**src/rtl/down_counter.sv**
```systemverilog
// Loadable down counter with a terminal-count pulse and one-shot or periodic reload.
// The state register drives busy and done directly.
module down_counter #(
    parameter int WIDTH = 4
) (
    input  logic             clk,
    input  logic             rst,
    input  logic             load,
    input  logic [WIDTH-1:0] din,
    input  logic             en,
    input  logic             auto_reload,
    output logic [WIDTH-1:0] count,
    output logic             tc,
    output logic             busy,
    output logic             done
);

    typedef enum logic [1:0] {
        IDLE = 2'd0,
        RUN  = 2'd1,
        DONE = 2'd2
    } state_e;

    localparam logic [WIDTH-1:0] ONE = WIDTH'(1);

    state_e           state_q, state_d;
    logic [WIDTH-1:0] count_q, count_d;
    logic [WIDTH-1:0] reload_q, reload_d;
    logic             tc_q, tc_d;

    always_comb begin
        // NOTE: every _d gets a default first, so no path can leave one unassigned and infer a latch.
        state_d  = state_q;
        count_d  = count_q;
        reload_d = reload_q;
        tc_d     = 1'b0;

        if (load) begin
            count_d  = din;
            reload_d = din;
            state_d  = (din != '0) ? RUN : IDLE;
        end else if (state_q == RUN && en) begin
            if (count_q > ONE) begin
                count_d = count_q - ONE;
            end else if (count_q == ONE) begin
                tc_d = 1'b1;
                if (auto_reload) begin
                    count_d = reload_q;
                end else begin
                    count_d = '0;
                    state_d = DONE;
                end
            end
        end
    end

    always_ff @(posedge clk) begin
        // NOTE: non-blocking assignments, so every flop updates from its value before the edge.
        if (rst) begin
            state_q  <= IDLE;
            count_q  <= '0;
            reload_q <= '0;
            tc_q     <= 1'b0;
        end else begin
            state_q  <= state_d;
            count_q  <= count_d;
            reload_q <= reload_d;
            tc_q     <= tc_d;
        end
    end

    assign count = count_q;
    assign tc    = tc_q;
    assign busy  = (state_q == RUN);
    assign done  = (state_q == DONE);

endmodule
```
**config.mk**
```make
export PLATFORM = sky130hd
export DESIGN_NAME = down_counter
export DESIGN_NICKNAME = d
export VERILOG_FILES = /design/src/rtl/down_counter.sv
export SDC_FILE = /design/constraint.sdc
export NUM_CORES = 1
export LEC_CHECK = 0
export CORE_MARGIN = 5
export CORE_UTILIZATION = 45
export DETAILED_ROUTE_END_ITERATION = 6
export PLACE_DENSITY_LB_ADDON = 0.15
export SLEW_MARGIN = 15
export SYNTH_ARGS = -nofsm -noshare
export SYNTH_HDL_FRONTEND = slang
export SYNTH_SLANG_ARGS = --single-unit
```
**constraint.sdc**
```tcl
create_clock -name clk -period 4 [get_ports clk]
set_input_delay 0.8 -clock clk [delete_from_list [all_inputs] [get_ports clk]]
set_output_delay 0.8 -clock clk [all_outputs]
set_load 0.01 [all_outputs]
```
==> metrics.yaml, run 1 <==
sta:
  setup_viol_count_final: 0
  post-route-period-util_pct: 53.5
  finalClockSkew_ns: 0.00247
  holdWs_ns: 0.474
  hold_viol: 0
  worst_pin_slew_ns: 0.495
  rsz0062_at_grt: "false"
  post-route-min-period_ns: 2.14
  tns_ns: 0
  slew_viol_final: 0
  max_slew_margin_pct: 66.9
  fin_ws_ns: 1.86
  fmax_mhz: 468
synth:
  synth-edff-count: 0
  syn_inst: 71
  syn_nets: 82
  synth.avg_cell_area_um2: 8.60
  synth_warnings: 0
  synth_seq_cells: 11
  synth-seq-area-share_pct: 36.1
  ys_types: 27
  synth-main-ff-cell: "dfxtp_1"
  async_flop_share_pct: 0
  netlist_area_um2: 611
power_and_ir_drop:
  power_uw: 252
  power-per-cell-area_nw_per_um2: 324
  leakage_uw: 0.000288
  ir_drop_v: 0.000163
placement:
  gp_congestion: 0.798
  hpwl_um: 1030
  place_ws_ns: 1.70
  port_buffers: 15
cts:
  cts_tree: "built"
  ctsHoldBuffers: 0
  insertion_delay_ns: 0.27
  clk_pin_slew_worst_paths_ns: 0.07
  cts.sinks: 11
  cts_setup_buffers: 0
  htreeDepth: 1
  clock_tree.root_cell: "clkbuf_4"
  cts_buffers: 3
  ctsResizeCount: 0
  clockBufferDepth: 2
route:
  wire_per_inst_um: 12.9
  drc_errors: 0
  ant_nets: 0
  drtIter0Drc: 11
  via_per_inst: 5.61
  drtPass1Iterations: 4
  postRouteWirelength_um: 1330
  via_count: 578
grt:
  grt_util_met2_pct: 21.7
  antenna_found_initial: 0
  groute.usage.overall_pct: 14.1
  grt_start_max_net_pins: 16
  grt_pass1_vias: 531
  busiest_layer: "met2"
  grt_use_met3_pct: 3.07
  overflow: 0
  grt_util_met1_pct: 17.9
  grt_pass1_wl_um: 2230
critical_path:
  cp-start-kind: "register"
  worstSetupPathType: "register to primary output"
  worstPathMaxFanout: 9
  cp_cell_sequence: "clkdlybuf4s50_1"
  crit_start: "count[3]"
  r2r_start: "count[0]"
  cp.required_ns: 3.20
  arrival_ns: 1.34
  cpPeakStageDelay_ns: 0.59
  critPathTopFamily: "buffers and inverters"
  crit_buf_inv: 1
  endpoint_kind: "primary output"
  crit_path_top_delay_cell: "clkdlybuf4s50_1"
layout:
  nNetsFinal: 100
  final_core_util_pct: 60.6
  seq_area_um2: 220
  multi_input_area_um2: 352
  fillers: 141
  synthToLayoutAreaGrowth_pct: 27.5
  drive_gt1_share_pct: 9.09
  antenna_cells: 0
die:
  io_pins: 16
  dieArea_um2: 2190
  start_util_pct: 47.5
  die_height_um: 46.8
  core_area_um2: 1280
  row_count: 13
  fp.dieW_um: 46.8
outcome:
  status: "finished, final reports clean"
flow_run:
  cap_violations: 0
hold_path:
  min_path_type: "register to register"
  worstHoldStart: "reload_q[2]"
==> final timing paths <==
path | endpoint | slack, ns | cells past startpoint
max reg2reg | count[1] | 2.33 | 6
min reg2reg | reload_q[2] | 0.47 | 2
max | count[3] | 1.86 | 1
min | reload_q[2] | 0.47 | 2
==> through the flow <==
| step | std cells | area, um2 |
|---|---|---|
| final | 103 | 778 |
| after global routing | 103 | 778 |
| after CTS | 103 | 778 |
| after detailed placement | 99 | 752 |
| after global placement | 99 | 752 |
| after floorplan | 71 | 611 |
==> worst register-to-register path, cell delays in order, from the launching register on <==
cell and delay [ns]:
dfxtp_1 0.39, inv_1 0.08, ha_1 0.25, or2_4 0.27
and2_4 0.17, a311oi_1 0.26, o22ai_1 0.12
==> Yosys cell counts, drive strengths merged, types with 3 or more instances <==
library cell | count | area, um2
nor3 | 4 | 20.0
dfxtp | 11 | 220
inv | 3 | 11.3
o22ai | 3 | 18.8
nand2 | 7 | 26.3
a21oi | 7 | 35.0
nand2b | 4 | 25.0
o21ai | 5 | 25.0
nor2 | 4 | 15.0
nor2b | 3 | 18.8
==> final cells by class <==
| cell class | count | share of cell area, % |
|---|---|---|
| repair buffers | 15 | 19.3 |
| well taps | 15 | 2.41 |
| inverters | 3 | 1.45 |
| multi-input cells | 55 | 45.2 |
| clock buffers | 4 | 3.38 |
| flip-flops and latches | 11 | 28.3 |
==> cells by family after synthesis <==
kind of cell / share of synthesized area [%]
buffers and inverters: 6.35
AO/OA/AOI/OAI: 27.3
adder cells (fa/ha/maj): 4.10
flip-flops: 36.1
AND/OR/NAND/NOR: 24.4
multiplexers: 1.84
==> placed cells by master, fill, tap and decap left out, drive strengths merged, types with 4 or more instances in the layout <==
cell type	instances
clkdlybuf4s50	15
nand2b	4
o21ai	5
a21oi	7
nor3	4
nor2	4
nand2	7
clkbuf	4
dfxtp	11
==> where the power goes <==
| group | switching (uW) | internal, uW | leakage [uW] |
|---|---|---|---|
| Sequential | 6.30 | 115 | 0.0000905 |
| Clock | 35.9 | 38.6 | 0.0000150 |
| Combinational | 26.2 | 29.7 | 0.000182 |
| Total | 68.4 | 184 | 0.000288 |
==> flip-flops by register name, indices dropped and copies added, names as in the netlist <==
| signal | cells |
|---|---|
| count | 4 |
| reload_q | 4 |
| tc | 1 |
| state_q | 2 |
==> per-layer routing <==
metal  vias up  wire [um]  part of all wire, %
met2        20        587                   44
met1       260        616                   46
met5         -          0                    0
li1        296          -                    -
met3         2        113                  8.5
met4         0         14                  1.1
(Power assumes the default switching activity.)
==> run 2: changes to the inputs <==
==> constraint.sdc (replaced) <==
create_clock -name clk -period 2.1 [get_ports clk]
set_input_delay 0.42 -clock clk [delete_from_list [all_inputs] [get_ports clk]]
set_output_delay 0.42 -clock clk [all_outputs]
set_load 0.01 [all_outputs]
==> metrics.yaml, run 2 (synthesis results as in run 1) <==
grt:
  grt_pass1_vias: 519
  grt_start_max_net_pins: 15
  groute.usage.overall_pct: 14.7
  antenna_found_initial: 0
  grt_pass1_wl_um: 2260
  overflow: 0
route:
  wire_per_inst_um: 12.8
  via_count: 576
  via_per_inst: 5.49
  ant_nets: 0
  drtPass1Iterations: 4
  postRouteWirelength_um: 1340
  drtIter0Drc: 18
  drc_errors: 0
layout:
  fin_cells: 105
  nNetsFinal: 102
  antenna_cells: 0
  final_cell_area_um2: 793
  final_common_cell: "clkdlybuf4s50_1"
  drive_gt1_share_pct: 11.1
  layout_common_cells: "clkdlybuf4s50_1 (15), dfxtp_1 (11), nand2_1 (7), a21oi_1 (7)"
  synthToLayoutAreaGrowth_pct: 29.9
cts:
  cts_setup_buffers: 0
  cts_tree: "built"
  insertion_delay_ns: 0.26
  cts.sinks: 11
  cts_buffers: 3
  ctsResizeCount: 0
  htreeDepth: 1
  clockBufferDepth: 2
  ctsHoldBuffers: 0
  clock_tree.root_cell: "clkbuf_4"
  clk_pin_slew_worst_paths_ns: 0.07
die:
  start_util_pct: 47.5
  fp.dieW_um: 46.8
  core_area_um2: 1280
  io_pins: 16
  die_height_um: 46.8
  row_count: 13
  dieArea_um2: 2190
power_and_ir_drop:
  p_sw_uw: 129
  ir_drop_v: 0.000350
  power-per-cell-area_nw_per_um2: 606
  intPower_uw: 352
  seqPwrFrac_pct: 48.1
  p_sw_share_pct: 26.7
  power_uw: 481
  leakage_uw: 0.000297
  p_comb_share_pct: 22.9
  pwr-share-clk_pct: 29.0
sta:
  slew_viol_final: 0
  setup_viol_count_final: 0
  rsz0062_at_grt: "false"
  worst_pin_slew_ns: 0.393
  post-route-period-util_pct: 83.2
  finalClockSkew_ns: 0.000451
  holdWs_ns: 0.474
  tns_ns: 0
  fmax_mhz: 572
  max_slew_margin_pct: 73.5
  hold_viol: 0
  post-route-min-period_ns: 1.75
critical_path:
  crit_path_top_delay_cell: "clkdlybuf4s50_1"
  worstSetupPathType: "register to primary output"
  cp.required_ns: 1.68
  r2r_start: "count[0]"
  r2r_slack_ns: 0.44
  cp_cell_sequence: "clkdlybuf4s50_1"
  critPathTopFamily: "buffers and inverters"
  arrival_ns: 1.33
  cpPeakStageDelay_ns: 0.60
  worstPathMaxFanout: 9
  crit_buf_inv: 1
  r2r_end: "count[3]"
  reg2regPathDepth: 6
  endpoint_kind: "primary output"
  cp-start-kind: "register"
placement:
  hpwl_um: 1040
  placed_cell_area_um2: 767
  port_buffers: 15
  dp.cells: 101
  gp_congestion: 0.764
hold_path:
  min_path_type: "register to register"
  worstHoldStart: "reload_q[1]"
  whs_path_depth: 2
  hold_end: "reload_q[1]"
flow_run:
  cap_violations: 0
outcome:
  status: "finished, final reports clean"
-- run 2: cell types whose count changed in the layout (fill, tap and decap cells not counted), sizes merged --
| cell | delta |
|---|---|
| buf | +2 |
-- run 2: area by class of cell --
cell class                 count  area [um2]
clock buffer                   4        26.3
fill                         126         492
inverter                       3        11.3
multi-input combinational     55         352
sequential                    11         220
tap                           15        18.8
timing repair buffer          17         165
-- run 2: power groups by stage --
stage,registers [uW],clock network (uW),logic (uW)
final,231,139,110
after global routing,234,156,120
after CTS,232,147,110
after detailed placement,236,0,110
after global placement,236,0,109
after floorplan,236,0,64.7
-- run 2: layer usage --
| layer | vias up | global-route usage [%] | part of all wire [%] |
|---|---|---|---|
| met4 | 0 | 11.0 | 0.89 |
| li1 | 300 | - | - |
| met3 | 2 | 2.30 | 6.9 |
| met5 | - | 0 | 0 |
| met1 | 258 | 20.0 | 47 |
| met2 | 16 | 20.6 | 45 |
-- run 2: how the worst max path moves through the flow --
| stage | start | endpoint | cells after the start |
|---|---|---|---|
| 2_1_floorplan | count[0] | count[1] | 6 |
| 3_3_place_gp | en | count[0] | 5 |
| 3_5_place_dp | en | count[0] | 5 |
| 4_1_cts | count[3] | count[3] | 1 |
| 5_1_grt | count[3] | count[3] | 1 |
| 6_report | count[3] | count[3] | 1 |
-- run 2: tightest hold or removal path, stage by stage, from the launching register on --
cell	delay, ns
dfxtp_1	0.31
nand2b_1	0.06
a21oi_1	0.06
-- run 2: metrics by stage --
step	utilization (%)	worst slack (ns)
3_3_place_gp	59.7	0.390
2_1_floorplan	-	0.494
4_1_cts	61.7	0.331
5_1_grt	61.7	0.284
3_5_place_dp	59.7	0.371
6_report	61.7	0.353
==> run 3: changes to the inputs <==
--- a/config.mk
+++ b/config.mk
@@ -6,7 +6,7 @@
 export NUM_CORES = 1
 export LEC_CHECK = 0
 export CORE_MARGIN = 5
-export CORE_UTILIZATION = 45
+export CORE_UTILIZATION = 41
 export DETAILED_ROUTE_END_ITERATION = 6
 export PLACE_DENSITY_LB_ADDON = 0.15
 export SLEW_MARGIN = 15
==> constraint.sdc (replaced) <==
create_clock -name clk -period 1.6 [get_ports clk]
set_input_delay 0.32 -clock clk [delete_from_list [all_inputs] [get_ports clk]]
set_output_delay 0.32 -clock clk [all_outputs]
set_load 0.01 [all_outputs]
==> metrics.yaml, run 3 (synthesis results as in run 1) <==
outcome:
  status: "finished, final reports clean"
route:
  met1Wirelength_um: 621
  ant_nets: 0
  wire_per_inst_um: 12.7
  drc_errors: 0
  postRouteWirelength_um: 1400
  top_layer_used: "met4"
  wl_met3_um: 123
  wl_met2_um: 645
  drtPass1Iterations: 4
  via_per_inst: 5.55
  drtIter0Drc: 24
  via_count: 611
layout:
  synthToLayoutAreaGrowth_pct: 39.8
  final_cell_area_um2: 853
  fillers: 140
  final_common_cell: "clkdlybuf4s50_1"
  drive_gt1_share_pct: 20.2
  fin_cells: 110
  nNetsFinal: 106
  multi_input_area_um2: 372
  seq_area_um2: 229
  layout_common_cells: "clkdlybuf4s50_1 (12), dfxtp_1 (8), nand2_1 (7), a21oi_1 (7), buf_4 (6)"
  antenna_cells: 0
sta:
  max_slew_margin_pct: 79.0
  post-route-min-period_ns: 1.55
  slew_viol_final: 0
  setup_viol_count_final: 0
  fmax_mhz: 645
  hold_viol: 0
  worst_pin_slew_ns: 0.313
  holdWs_ns: 0.470
  rsz0062_at_grt: "true"
  finalClockSkew_ns: 0.00495
  fin_ws_ns: 0.0497
  post-route-period-util_pct: 96.9
hold_path:
  hold_end: "reload_q[1]"
  min_path_type: "register to register"
  whs_path_depth: 2
  worstHoldStart: "reload_q[1]"
grt:
  groute.usage.overall_pct: 12.2
  antenna_found_initial: 0
  grt_pass1_wl_um: 2350
  grt_pass1_vias: 571
  overflow: 0
  grt_start_max_net_pins: 15
critical_path:
  cp.required_ns: 1.28
  arrival_ns: 1.23
  critical_path_depth: 1
  reg2regPathDepth: 6
  crit_path_top_delay_cell: "clkdlybuf4s50_1"
  cp-start-kind: "register"
  critPathTopFamily: "buffers and inverters"
  r2r_end: "count[1]"
  r2r_slack_ns: 0.07
  r2r_start: "count[0]"
  worstSetupPathType: "register to primary output"
  endpoint_kind: "primary output"
  worstPathMaxFanout: 7
  cpPeakStageDelay_ns: 0.56
  cp_cell_sequence: "clkdlybuf4s50_1"
  crit_buf_inv: 1
cts:
  clock_tree.root_cell: "clkbuf_4"
  cts_buffers: 3
  clk_pin_slew_worst_paths_ns: 0.07
  ctsHoldBuffers: 0
  cts.sinks: 11
  cts_setup_buffers: 0
  htreeDepth: 1
  cts_tree: "built"
  insertion_delay_ns: 0.26
  clockBufferDepth: 2
power_and_ir_drop:
  leakage_uw: 0.000346
  power-per-cell-area_nw_per_um2: 757
  power_uw: 646
  ir_drop_v: 0.000568
placement:
  place_ws_ns: -0.0384
  hpwl_um: 1070
  dp.cells: 106
  placed_cell_area_um2: 800
  gp_congestion: 0.760
  port_buffers: 15
die:
  start_util_pct: 42.0
  dieArea_um2: 2360
  io_pins: 16
  fp.dieW_um: 48.6
  core_area_um2: 1450
  row_count: 14
  die_height_um: 48.6
flow_run:
  cap_violations: 0
==> run 3: changes by cell type in the layout (fill, tap and decap cells not counted), sizes merged <==
cell and change:
buf +4, clkdlybuf4s50 -3, dlygate4sd2 +2, dlymetal6s2s +1
==> run 3: power by group <==
| part | switching [uW] | internal [uW] | leakage [uW] |
|---|---|---|---|
| Clock | 84.6 | 96.3 | 0.0000150 |
| Combinational | 73.7 | 87.2 | 0.000238 |
| Sequential | 15.9 | 288 | 0.0000922 |
| Total | 174 | 472 | 0.000346 |
==> run 3: through the flow <==
stage	util, %	TNS [ns]
finish	58.7	0
global route	58.7	-0.0319
CTS	56.8	0
detailed placement	55.0	-0.0562
global placement	55.0	-0.0295
floorplan	-	0
==> run 3: cell type report <==
cell class                 instances  area share [%]
multi-input combinational         55            43.5
clock buffer                       4            3.08
tap                               16            2.35
sequential                        11            26.8
timing repair buffer              21            22.9
inverter                           3            1.32
==> run 3: routing by layer <==
layer  up-vias  GRT usage, %
met5         -             0
met4         0          8.97
met1       273          14.8
li1        312             -
met3         2          3.68
met2        24          17.8
==> run 3: worst max path at each step <==
stage,slack (ns),start,endpoint
final,0.05,count[2],count[2]
after global routing,-0.02,count[0],count[1]
after CTS,0.007,count[0],count[3]
after detailed placement,-0.04,en,count[0]
after global placement,-0.01,en,count[0]
after floorplan,0.03,count[1],count[1]
==> run 3: what timing repair did <==
| item | 4_1_cts | 5_1_grt |
|---|---|---|
| setup endpoints to repair | 4 | 5 |
| resized for setup | 4 | 6 |
| gates cloned | 0 | 0 |
| hold endpoints to repair | 0 | 0 |
